==> config.mk <==
export PLATFORM = sky130hd
export DESIGN_NAME = synchro_register_arbiter
export DESIGN_NICKNAME = d
export VERILOG_FILES = /design/src/rtl/synchro_register_arbiter.sv
export SDC_FILE = /design/constraint.sdc
export NUM_CORES = 1
export LEC_CHECK = 0
export CAP_MARGIN = 20
export CORE_MARGIN = 2
export CORE_UTILIZATION = 43
export CTS_BUF_LIST = sky130_fd_sc_hd__clkbuf_4 sky130_fd_sc_hd__clkbuf_8 sky130_fd_sc_hd__clkbuf_16
export DETAILED_ROUTE_END_ITERATION = 16
export PLACE_DENSITY = 0.73
export SYNTH_ARGS = -nofsm -noshare
export SYNTH_HDL_FRONTEND = slang
export SYNTH_SLANG_ARGS = --single-unit
==> constraint.sdc <==
create_clock -name CLK -period 1.7 [get_ports CLK]
set_clock_uncertainty 0.15 [all_clocks]
set_input_delay 0.425 -clock CLK [delete_from_list [all_inputs] [get_ports CLK]]
set_output_delay 0.425 -clock CLK [all_outputs]
set_load 0.1 [all_outputs]
==> src/rtl/synchro_register_arbiter.sv <==
// Round-robin arbiter that lets two requesters share the ZEROES/ONES fill
// commands of one synchro_register, with a fixed command width and idle gap.
module synchro_register_arbiter #(
    parameter int HOLD = 2,
    parameter int GAP  = 1
) (
    input  logic       CLK,
    input  logic       RESET,
    input  logic       REQ_A,
    input  logic       OP_A,
    input  logic       REQ_B,
    input  logic       OP_B,
    output logic       ACK_A,
    output logic       ACK_B,
    output logic       ZEROES,
    output logic       ONES,
    output logic       BUSY,
    output logic       GRANT,
    output logic [1:0] dbg_state
);

    localparam int MAXP = (HOLD > GAP) ? HOLD : GAP;
    localparam int CW   = $clog2(MAXP) + 1;

    generate
        if (HOLD < 1 || GAP < 1) begin : g_bad_param
            $error("synchro_register_arbiter: HOLD and GAP must both be >= 1");
        end
    endgenerate

    typedef enum logic [1:0] {
        S_IDLE  = 2'd0,
        S_DRIVE = 2'd1,
        S_GAP   = 2'd2
    } state_t;

    // Handshake: REQ_x is a level held until the one-cycle ACK_x pulse;
    // REQ/OP are only sampled in IDLE, so a requester may drop REQ any time
    // after it observes ACK and before the gap ends.
    state_t          state, state_n;
    logic [CW-1:0]   cnt, cnt_n;
    logic            pri, pri_n;
    logic            op_q, op_n;
    logic            grant_n, take_b;
    logic            zeroes_n, ones_n, ack_a_n, ack_b_n;

    assign dbg_state = state;

    always_ff @(posedge CLK) begin
        if (RESET) begin
            state  <= S_IDLE;
            cnt    <= '0;
            pri    <= 1'b0;
            op_q   <= 1'b0;
            GRANT  <= 1'b0;
            ZEROES <= 1'b0;
            ONES   <= 1'b0;
            ACK_A  <= 1'b0;
            ACK_B  <= 1'b0;
            BUSY   <= 1'b0;
        end else begin
            state  <= state_n;
            cnt    <= cnt_n;
            pri    <= pri_n;
            op_q   <= op_n;
            GRANT  <= grant_n;
            ZEROES <= zeroes_n;
            ONES   <= ones_n;
            ACK_A  <= ack_a_n;
            ACK_B  <= ack_b_n;
            BUSY   <= (state_n != S_IDLE);
        end
    end

    always_comb begin
        state_n  = state;
        cnt_n    = cnt;
        pri_n    = pri;
        op_n     = op_q;
        grant_n  = GRANT;
        take_b   = 1'b0;
        zeroes_n = 1'b0;
        ones_n   = 1'b0;
        ack_a_n  = 1'b0;
        ack_b_n  = 1'b0;
        case (state)
            S_IDLE: begin
                grant_n = 1'b0;
                if (REQ_A || REQ_B) begin
                    // pri == 1 means B has priority on a tie
                    take_b   = REQ_B && (!REQ_A || pri);
                    grant_n  = take_b;
                    op_n     = take_b ? OP_B : OP_A;
                    pri_n    = !take_b;
                    cnt_n    = CW'(HOLD - 1);
                    state_n  = S_DRIVE;
                    ones_n   = op_n;
                    zeroes_n = !op_n;
                end
            end
            S_DRIVE: begin
                if (cnt == '0) begin
                    state_n = S_GAP;
                    cnt_n   = CW'(GAP - 1);
                    ack_a_n = !GRANT;
                    ack_b_n = GRANT;
                end else begin
                    cnt_n    = cnt - CW'(1);
                    ones_n   = op_q;
                    zeroes_n = !op_q;
                end
            end
            S_GAP: begin
                if (cnt == '0) begin
                    state_n = S_IDLE;
                    grant_n = 1'b0;
                end else begin
                    cnt_n = cnt - CW'(1);
                end
            end
            default: begin
                state_n = S_IDLE;
                grant_n = 1'b0;
            end
        endcase
    end

endmodule

**Word level (Yosys, flattened, before mapping)**

Cells that the tools add are included.

- Output and inout port bits: 8
- Register bits after elaboration: 12

- Multiplexer cells: 18
- Reduce and logical (&&, ||, !) cells: 16
- $add $sub $neg: 1
- Eq/ne operators: 5
- Bitwise gates (word level): 2

Operator list:

| cell | number |
|---|---|
| two-way mux 2 bit | 6 |
| case mux 2 bit (3 select lines) | 2 |
| two-way mux 1 bit | 7 |
| inequality test 2 bit, second input constant | 3 |
| logical NOT 1 bit | 5 |
| logical NOT 2 bit | 2 |
| case mux 1 bit (2 select lines) | 2 |
| AND reduction 2 bit | 2 |
| case mux 1 bit (3 select lines) | 1 |
| AND reduction 3 bit | 1 |
| nonzero test 3 bit | 1 |
| OR reduction 3 bit | 1 |
| equality test 2 x 1 -> 1 bit, second input constant | 1 |
| equality test 2 bit, second input constant | 1 |
| logical OR 1 bit | 2 |
| inverter 1 bit | 2 |
| nonzero test 2 bit | 1 |
| subtractor 2 x 1 -> 2 bit, second input constant | 1 |
| logical AND 1 bit | 1 |

**Depth between registers and ports, before layout**

Gate-level depths: netlist of the first run.

- Depth in word-level cells: 7
- Mapped depth: 6

**Worst setup path before layout of the first run**

No wires, ideal clock.

- Kind: flip-flop to flip-flop
- Start: reg state[0] (netlist: dbg_state[0])
- End: reg cnt[1]
- Stages on the path, launching flop included: 7
- Period minus slack after synthesis: 2.459 ns
- Arrival: 2.251 ns
- Setup time: 0.058 ns
- Required time: 1.492 ns
- Slack: -0.759 ns
- Path buffers: 1
- Cell sequence: dfxtp_1 > inv_1 > ha_1 > buf_4 > nor3b_1 > a2111oi_0 > o21a_1

- Cells in the longest elaborated chain, start to end: 3

RTL lines:

| element | line | text |
|---|---|---|
| start: declaration | 40 | `state_t state, state_n;` |
| start signal: assignment | 62 | `state <= state_n;` |
| equality test 2 bit (tied with other cells) | 86 | `case (state)` |
| inequality test 2 bit (no source line) / nonzero test 3 bit (equally long branches) | n/a |  |
| AND reduction 3 bit (no source line) | n/a |  |
| end signal: assignment | 63 | `cnt <= cnt_n;` |
| end: declaration | 41 | `logic [CW-1:0] cnt, cnt_n;` |

Several ways; a longest one is shown, not always the timed one.
A chain may end at the register's enable or synchronous reset.

**Worst setup path in the final report of the first run**

- Start: in REQ_A
- End: reg ZEROES

- Cells in the longest elaborated chain, start to end: 7

RTL lines:

| element | line | text |
|---|---|---|
| start: declaration | 9 | `input logic REQ_A,` |
| logical NOT 1 bit | 91 | `take_b = REQ_B && (!REQ_A \|\| pri);` |
| logical OR 1 bit | 91 |  |
| logical AND 1 bit | 91 |  |
| two-way mux 1 bit | 93 | `op_n = take_b ? OP_B : OP_A;` |
| logical NOT 1 bit | 98 | `zeroes_n = !op_n;` |
| two-way mux 1 bit * | 89 | `if (REQ_A \|\| REQ_B) begin` |
| case mux 1 bit (2 select lines) * | 86 |  |
| end signal: assignment | 67 | `ZEROES <= zeroes_n;` |
| end: declaration | 15 | `output logic ZEROES,` |

Mark *: on every way between the ends. The rest lies on a longest branch, timed or not.

==> out/results.tsv, run 1 <==
stage	metric	value	unit
status	status	complete, no violations	
final_layout	n_diodes	0	
final_layout	Nets	109	
worst_setup_path	Reg2Reg Setup Slack	0.05	ns
grt	initial antenna violation count	0	
synth	Post-synth ARST share	0	
synth	Unique masters post-synth	30	
synth	Synth warnings	0	
min_path	hold path depth	1	
sta	Worst Tran Pin Value	0.3070	ns
worst_setup_path	endpoint class of the critical path	flop	
drt	DR vias	602	
grt	vias in the first global route	551	
power	peak supply drop	603.1	uV
synth	Post-synth top cells	dfxtp_1, ha_1, inv_1	
synth	Synth Instances	73	
grt	Total GRT Usage	0.1764	
synth	most numerous cell in the Yosys netlist	dfxtp_1	
worst_setup_path	WP data arrival	1.67	ns
grt	total congestion overflow	0	
worst_setup_path	crit start category	input pin	
final_layout	share of cells above drive strength 1	0.3656	
drt	count of antenna-violating nets left after detailed routing	0	
clocking	cts bufs inserted	3	
final_layout	Layout Area Growth over Synthesis	54.17	%
sta	RSZ-0062 raised after global routing	false	
min_path	Hold Crit Class	flop to flop	
clocking	htree depth	1	
sta	Slew Limit Fails	0	
min_path	Hold Crit Start	pri	
run	Max Cap Viol	0	
placement	count of input and output buffers	13	
sta	Fin. Hold Viols	0	
clocking	CTS tree	built	
power	Tot Pwr	1.315	mW
drt	DR pass1 iterations	4	
synth	complex-gate fraction of the synthesized area	0.2542	
die	die width	43.60	um
grt	first-pass GRT wire length	2.470	mm
grt	largest net degree at the start of global routing	10	
synth	post-synthesis cell area	674.4	um2
sta	count of final setup violators	0	
synth	top cells by area, synth	dfxtp_1, ha_1, inv_1, o21a_1, a21oi_1	
synth	Adder-Cell Fraction of Synth Area	0.1670	
worst_setup_path	reg2reg end	GRANT	
power	Static Leak	0.4317	nW
synth	post-synthesis simple-gate area fraction	0.1540	
min_path	worst min-delay path endpoint	pri	
worst_setup_path	Worst Path Required	1.71	ns
placement	dpl ws	-0.2296	ns
synth	Yosys reg bits	12	
final_layout	final instance area	1040	um2
sta	fmax	601.8	MHz
synth	Synth Flop Type	dfxtp_1	
power	cell area power density	1265	nW/um2
final_layout	fin util	0.6983	
clocking	CTS max path bufs	2	
die	FP Rows	14	
sta	Final period util	0.9774	
synth	main combinational cell family by area after synthesis	compound AO/OA/AOI/OAI gates	
worst_setup_path	reg-to-reg startpoint	dbg_state[0]	
clocking	Worst-Skew Late Latency	0.27	ns
drt	final WL	1.515	mm
sta	Final Critical Period	1.662	ns
clocking	root buf cell	clkbuf_4	
synth	Post-synth EDFFs	0	
synth	post-synthesis mux area share	0	
die	Core Area	1489	um2
worst_setup_path	R2R depth	5	
drt	DRC	0	
die	starting density of the core	0.4529	
worst_setup_path	crit path max fanout	5	
die	die height	43.60	um
sta	Slew Limit Headroom	0.7925	
sta	Min Hold Slack	0.3606	ns
clocking	Reg clk slew, reported paths	0.07	ns
placement	placed instance area	980.9	um2
synth	syn_area_per_cell	9.238	um2
synth	post-synth top area share	0.3562	
placement	gpl congestion	0.8593	
synth	syn nets	88	
clocking	Post-CTS Setup Bufs	0	
worst_setup_path	Setup CP Type	input pin to flop	
drt	Avg Vias per Cell	5.523	
synth	register area share after synthesis	0.3562	
sta	Setup WS post-layout	0.03834	ns
placement	post-DP HPWL	1.128	mm
drt	WL per Instance	13.90	um
synth	Post-Synth XOR/XNOR Area	0	
clocking	clock sinks	12	
drt	First DRT Iteration DRCs	16	
die	Die Area	1901	um2
synth	top cell type by total area after synthesis	dfxtp_1	
clocking	cts hold-fix bufs	0	
die	Top Ports	14	
==> cell usage in the layout, fill, tap and decap left out, types with 2 or more instances in the layout <==
cell type | Yosys | routed
inv_4 | 0 | 2
inv_1 | 8 | 6
ha_1 | 9 | 5
nor2_1 | 2 | 2
a21oi_1 | 4 | 4
o21ai_0 | 4 | 4
buf_12 | 0 | 8
o21a_1 | 3 | 3
nand2b_1 | 3 | 3
nor3_1 | 2 | 2
dfxtp_4 | 0 | 2
dfxtp_1 | 12 | 9
buf_4 | 1 | 6
ha_4 | 0 | 3
clkdlybuf4s50_1 | 0 | 4
clkbuf_4 | 0 | 4
nand2_1 | 5 | 5
==> cell families (layout without fill, tap and decap cells) <==
group	count (synthesis)	after routing
AOI/OAI and AO/OA	23	23
and+or+nand+nor	18	18
adders and majority gates	9	9
DFF	12	12
buffers and inverters	11	31
==> what timing repair did <==
action | in CTS | in global routing
resized for setup | 2 | 5
pin swaps | 0 | 0
endpoints found under the hold margin | 0 | 0
endpoints found under the setup margin | 1 | 4
==> worst max path at each step <==
stage	start	to	slack [ns]	cells past startpoint
finish	REQ_A	ZEROES	0.04	4
global route	cnt[0]	GRANT	0.007	6
CTS	cnt[0]	cnt[1]	0.02	5
detailed placement	REQ_B	cnt[1]	-0.23	5
global placement	REQ_B	GRANT	-0.20	4
floorplan	dbg_state[0]	cnt[0]	-0.08	6
==> worst max-delay path, cell delays in order <==
cell             delay [ns]
clkdlybuf4s50_1        0.59
nand2b_1               0.12
a32o_1                 0.30
a31o_2                 0.24
==> layout make-up <==
class / count / area, um2
clock buffer: 4 / 30.03
fill: 106 / 449.2
inverter: 8 / 35.03
multi-input combinational: 50 / 447.9
sequential: 12 / 249.0
tap: 16 / 20.02
timing repair buffer: 19 / 257.7
==> metrics by stage <==
step | TNS (ns) | instances
after floorplan | -0.2385 | 73
after global placement | -1.074 | 105
after detailed placement | -1.238 | 105
after CTS | 0 | 109
after global routing | 0 | 109
final | 0 | 109
==> where the power goes <==
part / internal (mW) / switching [mW]
Sequential: 0.337 / 0.0687
Combinational: 0.298 / 0.409
Clock: 0.107 / 0.0958
==> layer usage <==
metal / GRT usage / part of all wire
met3: 0.05833 / 0.050
met2: 0.2471 / 0.50
met1: 0.2371 / 0.45
met5: 0 / 0
met4: 0.09697 / 0.0059
Power figures use the tool's default switching activity.
==> run 2: changes to the inputs <==
--- a/config.mk
+++ b/config.mk
@@ -10,6 +10,7 @@
 export CORE_UTILIZATION = 43
 export CTS_BUF_LIST = sky130_fd_sc_hd__clkbuf_4 sky130_fd_sc_hd__clkbuf_8 sky130_fd_sc_hd__clkbuf_16
 export DETAILED_ROUTE_END_ITERATION = 16
+export MAX_ROUTING_LAYER = met4
 export PLACE_DENSITY = 0.73
 export SYNTH_ARGS = -nofsm -noshare
 export SYNTH_HDL_FRONTEND = slang
==> out/results.tsv, run 2 (synthesis results as in run 1) <==
stage	metric	value	unit	change
status	status	complete, no violations		unchanged
grt	largest net degree at the start of global routing	10		unchanged
power	cell area power density	1261	nW/um2	was 1265 nW/um2
clocking	htree depth	1		unchanged
placement	count of input and output buffers	13		unchanged
worst_setup_path	Worst Path Required	1.71	ns	about the same
worst_setup_path	Setup CP Type	input pin to flop		unchanged
clocking	root buf cell	clkbuf_4		unchanged
sta	Setup WS post-layout	0.03997	ns	was 0.03834 ns
drt	WL per Instance	13.68	um	was 13.90 um
die	starting density of the core	0.4529		unchanged
sta	Slew Limit Headroom	0.7963		was 0.7925
placement	gpl congestion	0.8731		was 0.8593
drt	First DRT Iteration DRCs	12		was 16
power	power share of the clock group	0.154		about the same
worst_setup_path	crit path max fanout	5		unchanged
clocking	Worst-Skew Late Latency	0.27	ns	about the same
sta	Fin. Hold Viols	0		unchanged
sta	fmax	602.4	MHz	was 601.8 MHz
die	FP Rows	14		unchanged
drt	DR vias	593		was 602
die	Core Area	1489	um2	unchanged
worst_setup_path	critical-path cell list	clkdlybuf4s50_1 -> nand2b_1 -> a32o_1 -> a31o_2		unchanged
run	Max Cap Viol	0		unchanged
final_layout	most common cell after layout, fill and taps aside	dfxtp_1		unchanged
worst_setup_path	slowest stage cell, crit path	clkdlybuf4s50_1		unchanged
drt	count of antenna-violating nets left after detailed routing	0		unchanged
power	sw frac	0.4346		was 0.4359
min_path	Hold Crit Class	input pin to flop		was flop to flop
worst_setup_path	CP peak stage delay	0.59	ns	about the same
grt	Total GRT Usage	0.1792		was 0.1764
grt	initial antenna violation count	0		unchanged
grt	total congestion overflow	0		unchanged
worst_setup_path	R2R depth	5		unchanged
final_layout	n_diodes	0		unchanged
clocking	Reg clk slew, reported paths	0.07	ns	about the same
power	Psw	569.9	uW	was 573.3 uW
power	peak supply drop	604.3	uV	was 603.1 uV
sta	Final Critical Period	1.660	ns	was 1.662 ns
final_layout	Layout Area Growth over Synthesis	54.17	%	unchanged
power	Static Leak	0.4317	nW	unchanged
sta	Worst Tran Pin Value	0.3013	ns	was 0.3070 ns
power	logic gate share of total power	0.537		about the same
clocking	cts bufs inserted	3		unchanged
drt	Avg Vias per Cell	5.440		was 5.523
clocking	CTS tree	built		unchanged
grt	vias in the first global route	554		was 551
placement	dpl ws	-0.2296	ns	unchanged
clocking	cts hold-fix bufs	0		unchanged
sta	Slew Limit Fails	0		unchanged
power	internal power	741.4	uW	was 741.7 uW
drt	final WL	1.491	mm	was 1.515 mm
final_layout	share of cells above drive strength 1	0.3656		unchanged
sta	RSZ-0062 raised after global routing	false		unchanged
placement	placed instance area	980.9	um2	unchanged
min_path	hold path depth	2		was 1
final_layout	final instance area	1040	um2	unchanged
sta	count of final setup violators	0		unchanged
final_layout	Nets	109		unchanged
power	sequential share of power	0.309		about the same
grt	first-pass GRT wire length	2.456	mm	was 2.470 mm
placement	post-DP HPWL	1.128	mm	unchanged
drt	DRC	0		unchanged
clocking	clock sinks	12		unchanged
worst_setup_path	WP data arrival	1.67	ns	about the same
final_layout	commonest cells after routing, fill and taps aside	dfxtp_1, buf_12, inv_1, buf_4		unchanged
worst_setup_path	crit start category	input pin		unchanged
drt	DR pass1 iterations	4		unchanged
sta	Final period util	0.9765		was 0.9774
die	die height	43.60	um	unchanged
worst_setup_path	endpoint class of the critical path	flop		unchanged
sta	Min Hold Slack	0.3610	ns	was 0.3606 ns
clocking	CTS max path bufs	2		unchanged
die	Top Ports	14		unchanged
die	Die Area	1901	um2	unchanged
die	die width	43.60	um	unchanged
run 2: cell counts in the layout (fill, tap and decap cells not counted):
No cell type changed its count.
run 2: final cells by class:
class	instances	area [um2]
sequential	12	249.0
tap	16	20.02
fill	106	449.2
multi-input combinational	50	447.9
timing repair buffer	19	257.7
inverter	8	35.03
clock buffer	4	30.03
run 2: final timing paths:
path / from / end / slack, ns
setup / recovery: REQ_A / ZEROES / 0.04
hold / removal: REQ_B / pri / 0.36
setup reg to reg: dbg_state[0] / GRANT / 0.05
hold reg to reg: pri / pri / 0.36
run 2: worst max-delay path: cells and delay by family:
kind                   cells  cell delay [ns]
AO/OA/AOI/OAI              2             0.54
AND/OR/NAND/NOR            1             0.12
buffers and inverters      1             0.59
run 2: power groups by stage:
stage          Clock [mW]  Sequential (mW)  Combinational (mW)
6_report            0.201            0.406               0.704
5_1_grt             0.217            0.413               0.745
4_1_cts             0.210            0.406               0.679
3_5_place_dp            0            0.411               0.673
3_3_place_gp            0            0.405               0.669
2_1_floorplan           0            0.620               0.240
run 2: through the flow:
step | total power, mW | instances | TNS [ns] | utilization
6_report | 1.311 | 109 | 0 | 0.6983
5_1_grt | 1.375 | 109 | 0 | 0.6983
4_1_cts | 1.294 | 109 | 0 | 0.6832
3_5_place_dp | 1.084 | 105 | -1.238 | 0.6588
3_3_place_gp | 1.074 | 105 | -1.074 | 0.6588
2_1_floorplan | 0.8600 | 73 | -0.2385 | -
run 2: repair_timing:
item	CTS	global route
gates resized for setup	2	5
setup buffers	0	0
hold endpoints to repair	0	0
endpoints found under the setup margin	1	4
gates cloned	0	0
run 2: routing by layer:
metal,share of wire,track usage,vias to the layer above
met5,0,-,-
met4,0.0060,0.09697,0
met3,0.049,0.04583,2
met2,0.48,0.2471,16
met1,0.46,0.2371,272
li1,-,-,303
==> run 3: changes to the inputs <==
--- a/config.mk
+++ b/config.mk
@@ -5,6 +5,7 @@
 export SDC_FILE = /design/constraint.sdc
 export NUM_CORES = 1
 export LEC_CHECK = 0
+export ABC_CLOCK_PERIOD_IN_PS = 1700
 export CAP_MARGIN = 20
 export CORE_MARGIN = 2
 export CORE_UTILIZATION = 43
==> results of run 3 <==
The final DEF is identical to that of run 2; final timing and power are the same.
==> RTL edit 1, RTL diff (settings of run 1) <==
Set the parameter `HOLD` to 4 (it was 2).
--- a/src/rtl/synchro_register_arbiter.sv
+++ b/src/rtl/synchro_register_arbiter.sv
@@ -2,5 +2,5 @@
 // commands of one synchro_register, with a fixed command width and idle gap.
 module synchro_register_arbiter #(
-    parameter int HOLD = 2,
+    parameter int HOLD = 4,
     parameter int GAP  = 1
 ) (
Behaviour: not the same (a bounded check fails within 4 cycles, from zero or initial values and one cycle with RESET high).
==> RTL edit 1 against run 1 <==
Area after synthesis decreased by 1.9%; fmax increased by 2.2%; total power decreased by 18%; worst setup slack improved by 0.035 ns; wire length decreased by 4.6%; critical path depth increased by 3; sequential cell count increased by 1; combinational power decreased by 31%; global-route usage increased by 0.57 points; cell area increased by 1.2%.
==> RTL edit 1: results (changes against run 1) <==
Status = completed (unchanged)
P_comb = 0.490 mW (was 0.706 mW)
Final HPWL DP = 1060 um (was 1130 um)
Slew @ Worst Pin = 0.346 ns (was 0.307 ns)
DP Cell Count = 101 (was 105)
Number of library cell types mapped by synthesis = 25 (was 30)
R2r setup slk = 0.07 ns (was 0.05 ns)
Most frequent cells after synthesis = dfxtp_1, nor2_1, a21oi_1, ha_1 (was dfxtp_1, ha_1, inv_1)
Mean post-synth cell area = 9.46 um^2 (was 9.24 um^2)
Layout cell share with drive strength beyond 1 = 40.0% (was 36.6%)
Clock group = 0.207 mW (was 0.202 mW)
GP Congestion = 0.771 (was 0.859)
Clock share of power = 19.3% (was 15.4%)
Fill count = 108 (was 106)
Cell Int Power = 0.663 mW (was 0.742 mW)
Routed wl met3 = 44 um (was 75 um)
Met2 usage = 27.8% (was 24.7%)
Top delay family on crit path = flip-flops (was buffers and inverters)
Peak per-stage delay on the critical path = 0.38 ns (was 0.59 ns)
M3 GR Usage = 3.83% (was 5.83%)
Metal2 WL = 728 um (was 750 um)
Syn nets = 82 (was 88)
FF-to-FF path depth = 7 (was 5)
Met1 Wirelength = 605 um (was 680 um)
Register area share after synthesis = 39.3% (was 35.6%)
Timing endpoint of the critical path = cnt[0] (was ZEROES)
GR Util met1 = 20.9% (was 23.7%)
Critical Path Source = dbg_state[1] (was REQ_A)
R2r startpoint = dbg_state[1] (was dbg_state[0])
Critical-path top delay cell = dfxtp_4 (was clkdlybuf4s50_1)
Total track usage = 18.2% (was 17.6%)
First-pass GRT wire length = 2370 um (was 2470 um)
Synth top area cells = dfxtp_1, ha_1, a21oi_1, nor2_1, o21bai_1 (was dfxtp_1, ha_1, inv_1, o21a_1, a21oi_1)
CP max FO = 6 (was 5)
## RTL edit 1: logic make-up (layout without fill, tap and decap cells)
kind of cell	after synthesis	count (layout)	share of synthesized area, %
AND/OR/NAND/NOR	25	25	20.8
AO/OA/AOI/OAI	19	19	23.6
flip-flops	13	13	39.3
adder cells (fa/ha/maj)	6	6	11.3
buffers and inverters	6	31	3.40
multiplexers	1	1	1.51
## RTL edit 1: worst register-to-register path: stages (launching register included)
cell and delay (ns):
dfxtp_4 0.38, inv_4 0.05, ha_4 0.16, nor3b_4 0.15
a211oi_4 0.30, buf_4 0.17, nor2_1 0.03, nor3_1 0.15
## RTL edit 1: what timing repair did
action,CTS,global route
setup buffers,1,5
setup endpoints to repair,3,3
gates resized for setup,1,11
hold buffers,0,0
pin swaps,1,5
## RTL edit 1: layout make-up
type / instances / share of cell area [%]
Inverter: 4 / 1.90
Timing Repair Buffer: 23 / 27.6
Multi-Input combinational cell: 51 / 40.1
Tap cell: 16 / 1.90
Clock buffer: 4 / 2.85
Sequential cell: 13 / 25.7
## RTL edit 1: worst min path at each step
stage	from	to	slack [ns]	cells after the start
6_report	cnt[1]	cnt[1]	0.35	2
5_1_grt	cnt[1]	cnt[1]	0.37	2
4_1_cts	cnt[1]	cnt[1]	0.34	2
3_5_place_dp	cnt[1]	cnt[1]	0.33	2
3_3_place_gp	op_q	ONES	0.33	2
2_1_floorplan	op_q	ONES	0.31	2
## RTL edit 1: metrics by stage
stage,hold slack (ns),utilization (%),setup WS (ns)
after CTS,0.343,66.5,0.0259
final,0.349,71.5,0.0736
after global routing,0.366,71.5,-0.0359
after floorplan,0.305,-,0.0147
after global placement,0.330,63.9,-0.150
after detailed placement,0.329,63.9,-0.189
==> RTL edit 2, RTL diff (flow settings as in run 1) <==
Without the edit above. Register the output `dbg_state` once more; this adds one clock of latency there. The other outputs are not delayed to match.
--- a/src/rtl/synchro_register_arbiter.sv
+++ b/src/rtl/synchro_register_arbiter.sv
@@ -45,5 +45,7 @@
     logic            zeroes_n, ones_n, ack_a_n, ack_b_n;
 
-    assign dbg_state = state;
+    always_ff @(posedge CLK) begin
+        dbg_state <= state;
+    end
 
     always_ff @(posedge CLK) begin
Function: changed (a bounded check fails within 4 cycles, from zero or initial values and one cycle with RESET high).
==> RTL edit 2 against run 1 <==
Worst setup slack better by 0.031 ns; sequential share of layout area up 3.7 points; total power up 5.6%; area after synthesis up 2.2%; cell area down 0.36%; synthesized cell count unchanged; sequential cell count up 2; wire length down 2.2%.
==> RTL edit 2: results (changes against run 1) <==
Status = completed (unchanged)
Final non-filler cell total = 112 (was 109)
GR Util met1 = 19.4% (was 23.7%)
Syn nets = 86 (was 88)
P_comb = 0.699 mW (was 0.706 mW)
Mean post-synth cell area = 9.44 um^2 (was 9.24 um^2)
Final hold slack = 0.252 ns (was 0.361 ns)
Register area share after synthesis = 40.7% (was 35.6%)
Final HPWL DP = 1160 um (was 1130 um)
Comb_multi_in = 48 (was 50)
Met2 usage = 30.3% (was 24.7%)
Slew @ Worst Pin = 0.304 ns (was 0.307 ns)
Synth top area cells = dfxtp_1, ha_1, inv_1, nand2_1, nand2b_1 (was dfxtp_1, ha_1, inv_1, o21a_1, a21oi_1)
Most frequent cells after synthesis = dfxtp_1, inv_1, ha_1 (was dfxtp_1, ha_1, inv_1)
Top sig layer = met3 (was met4)
Fill count = 112 (was 106)
Critical-path top delay cell = or4_1 (was clkdlybuf4s50_1)
Sequential share of cell area = 27.7% (was 23.9%)
Non-clk bufs = 21 (was 19)
Nonclk inv count = 9 (was 8)
Clk cell area share = 3.50% (was 2.89%)
Vias per inst = 5.35 (was 5.52)
Design Power = 1.39 mW (was 1.32 mW)
WHS Endpoint = dbg_state[1] (was pri)
First-pass GRT wire length = 2440 um (was 2470 um)
Peak per-stage delay on the critical path = 0.47 ns (was 0.59 ns)
Worst EP arrival = 1.70 ns (was 1.67 ns)
PD cells = 1340 nW/um^2 (was 1260 nW/um^2)
M3 GR Usage = 3.67% (was 5.83%)
Leak = 0.443 nW (was 0.432 nW)
Vias in the first global route = 621 (was 551)
Worst-path clk slew = 0.09 ns (was 0.07 ns)
Total track usage = 17.4% (was 17.6%)
Post-placement worst setup slack = -0.216 ns (was -0.230 ns)
Post-placement cell area = 971 um^2 (was 981 um^2)
Area of the multi-input gates = 389 um^2 (was 448 um^2)
DR iter-0 viols = 5 (was 16)
DR WL/cell = 13.2 um (was 13.9 um)
Top delay family on crit path = simple AND/OR/NAND/NOR gates (was buffers and inverters)
Hold path cells = 0 (was 1)
Seq cells post-synth = 14 (was 12)
DR pass1 iterations = 6 (was 4)
Asr flop ratio synth = 0% (unchanged)
Non-clock buffer share = 26.1% (was 24.8%)
Hold path startpoint = state[1] (was pri)
R2r startpoint = state[0] (was dbg_state[0])
GP Congestion = 0.834 (was 0.859)
Maximum vdd drop = 0.000793 V (was 0.000603 V)
Seq group = 0.452 mW (was 0.406 mW)
Metal2 WL = 783 um (was 750 um)
Number of library cell types mapped by synthesis = 31 (was 30)
R2r setup slk = 0.07 ns (was 0.05 ns)
==> RTL edit 2: what timing repair did <==
action | CTS | global route
endpoints found under the setup margin | 1 | 4
pin swaps | 0 | 0
gates resized for setup | 1 | 9
==> RTL edit 2: cells by family (layout without fill, tap and decap cells) <==
logic type,Yosys count,after routing,share of synthesized area (%)
AO/OA/AOI/OAI,22,22,23.8
adder cells (fa/ha/maj),7,7,12.7
buffers and inverters,11,34,6.17
flip-flops,14,14,40.7
AND/OR/NAND/NOR,19,19,16.7
==> RTL edit 2: how the worst max path moves through the flow <==
| stage | from | to | slack [ns] | cells after the start |
|---|---|---|---|---|
| 6_report | state[0] | GRANT | 0.07 | 5 |
| 5_1_grt | cnt[0] | cnt[1] | -0.03 | 5 |
| 4_1_cts | state[0] | GRANT | 0.003 | 5 |
| 3_5_place_dp | REQ_A | cnt[1] | -0.22 | 5 |
| 3_3_place_gp | REQ_A | cnt[1] | -0.15 | 5 |
| 2_1_floorplan | state[0] | GRANT | 0.09 | 5 |
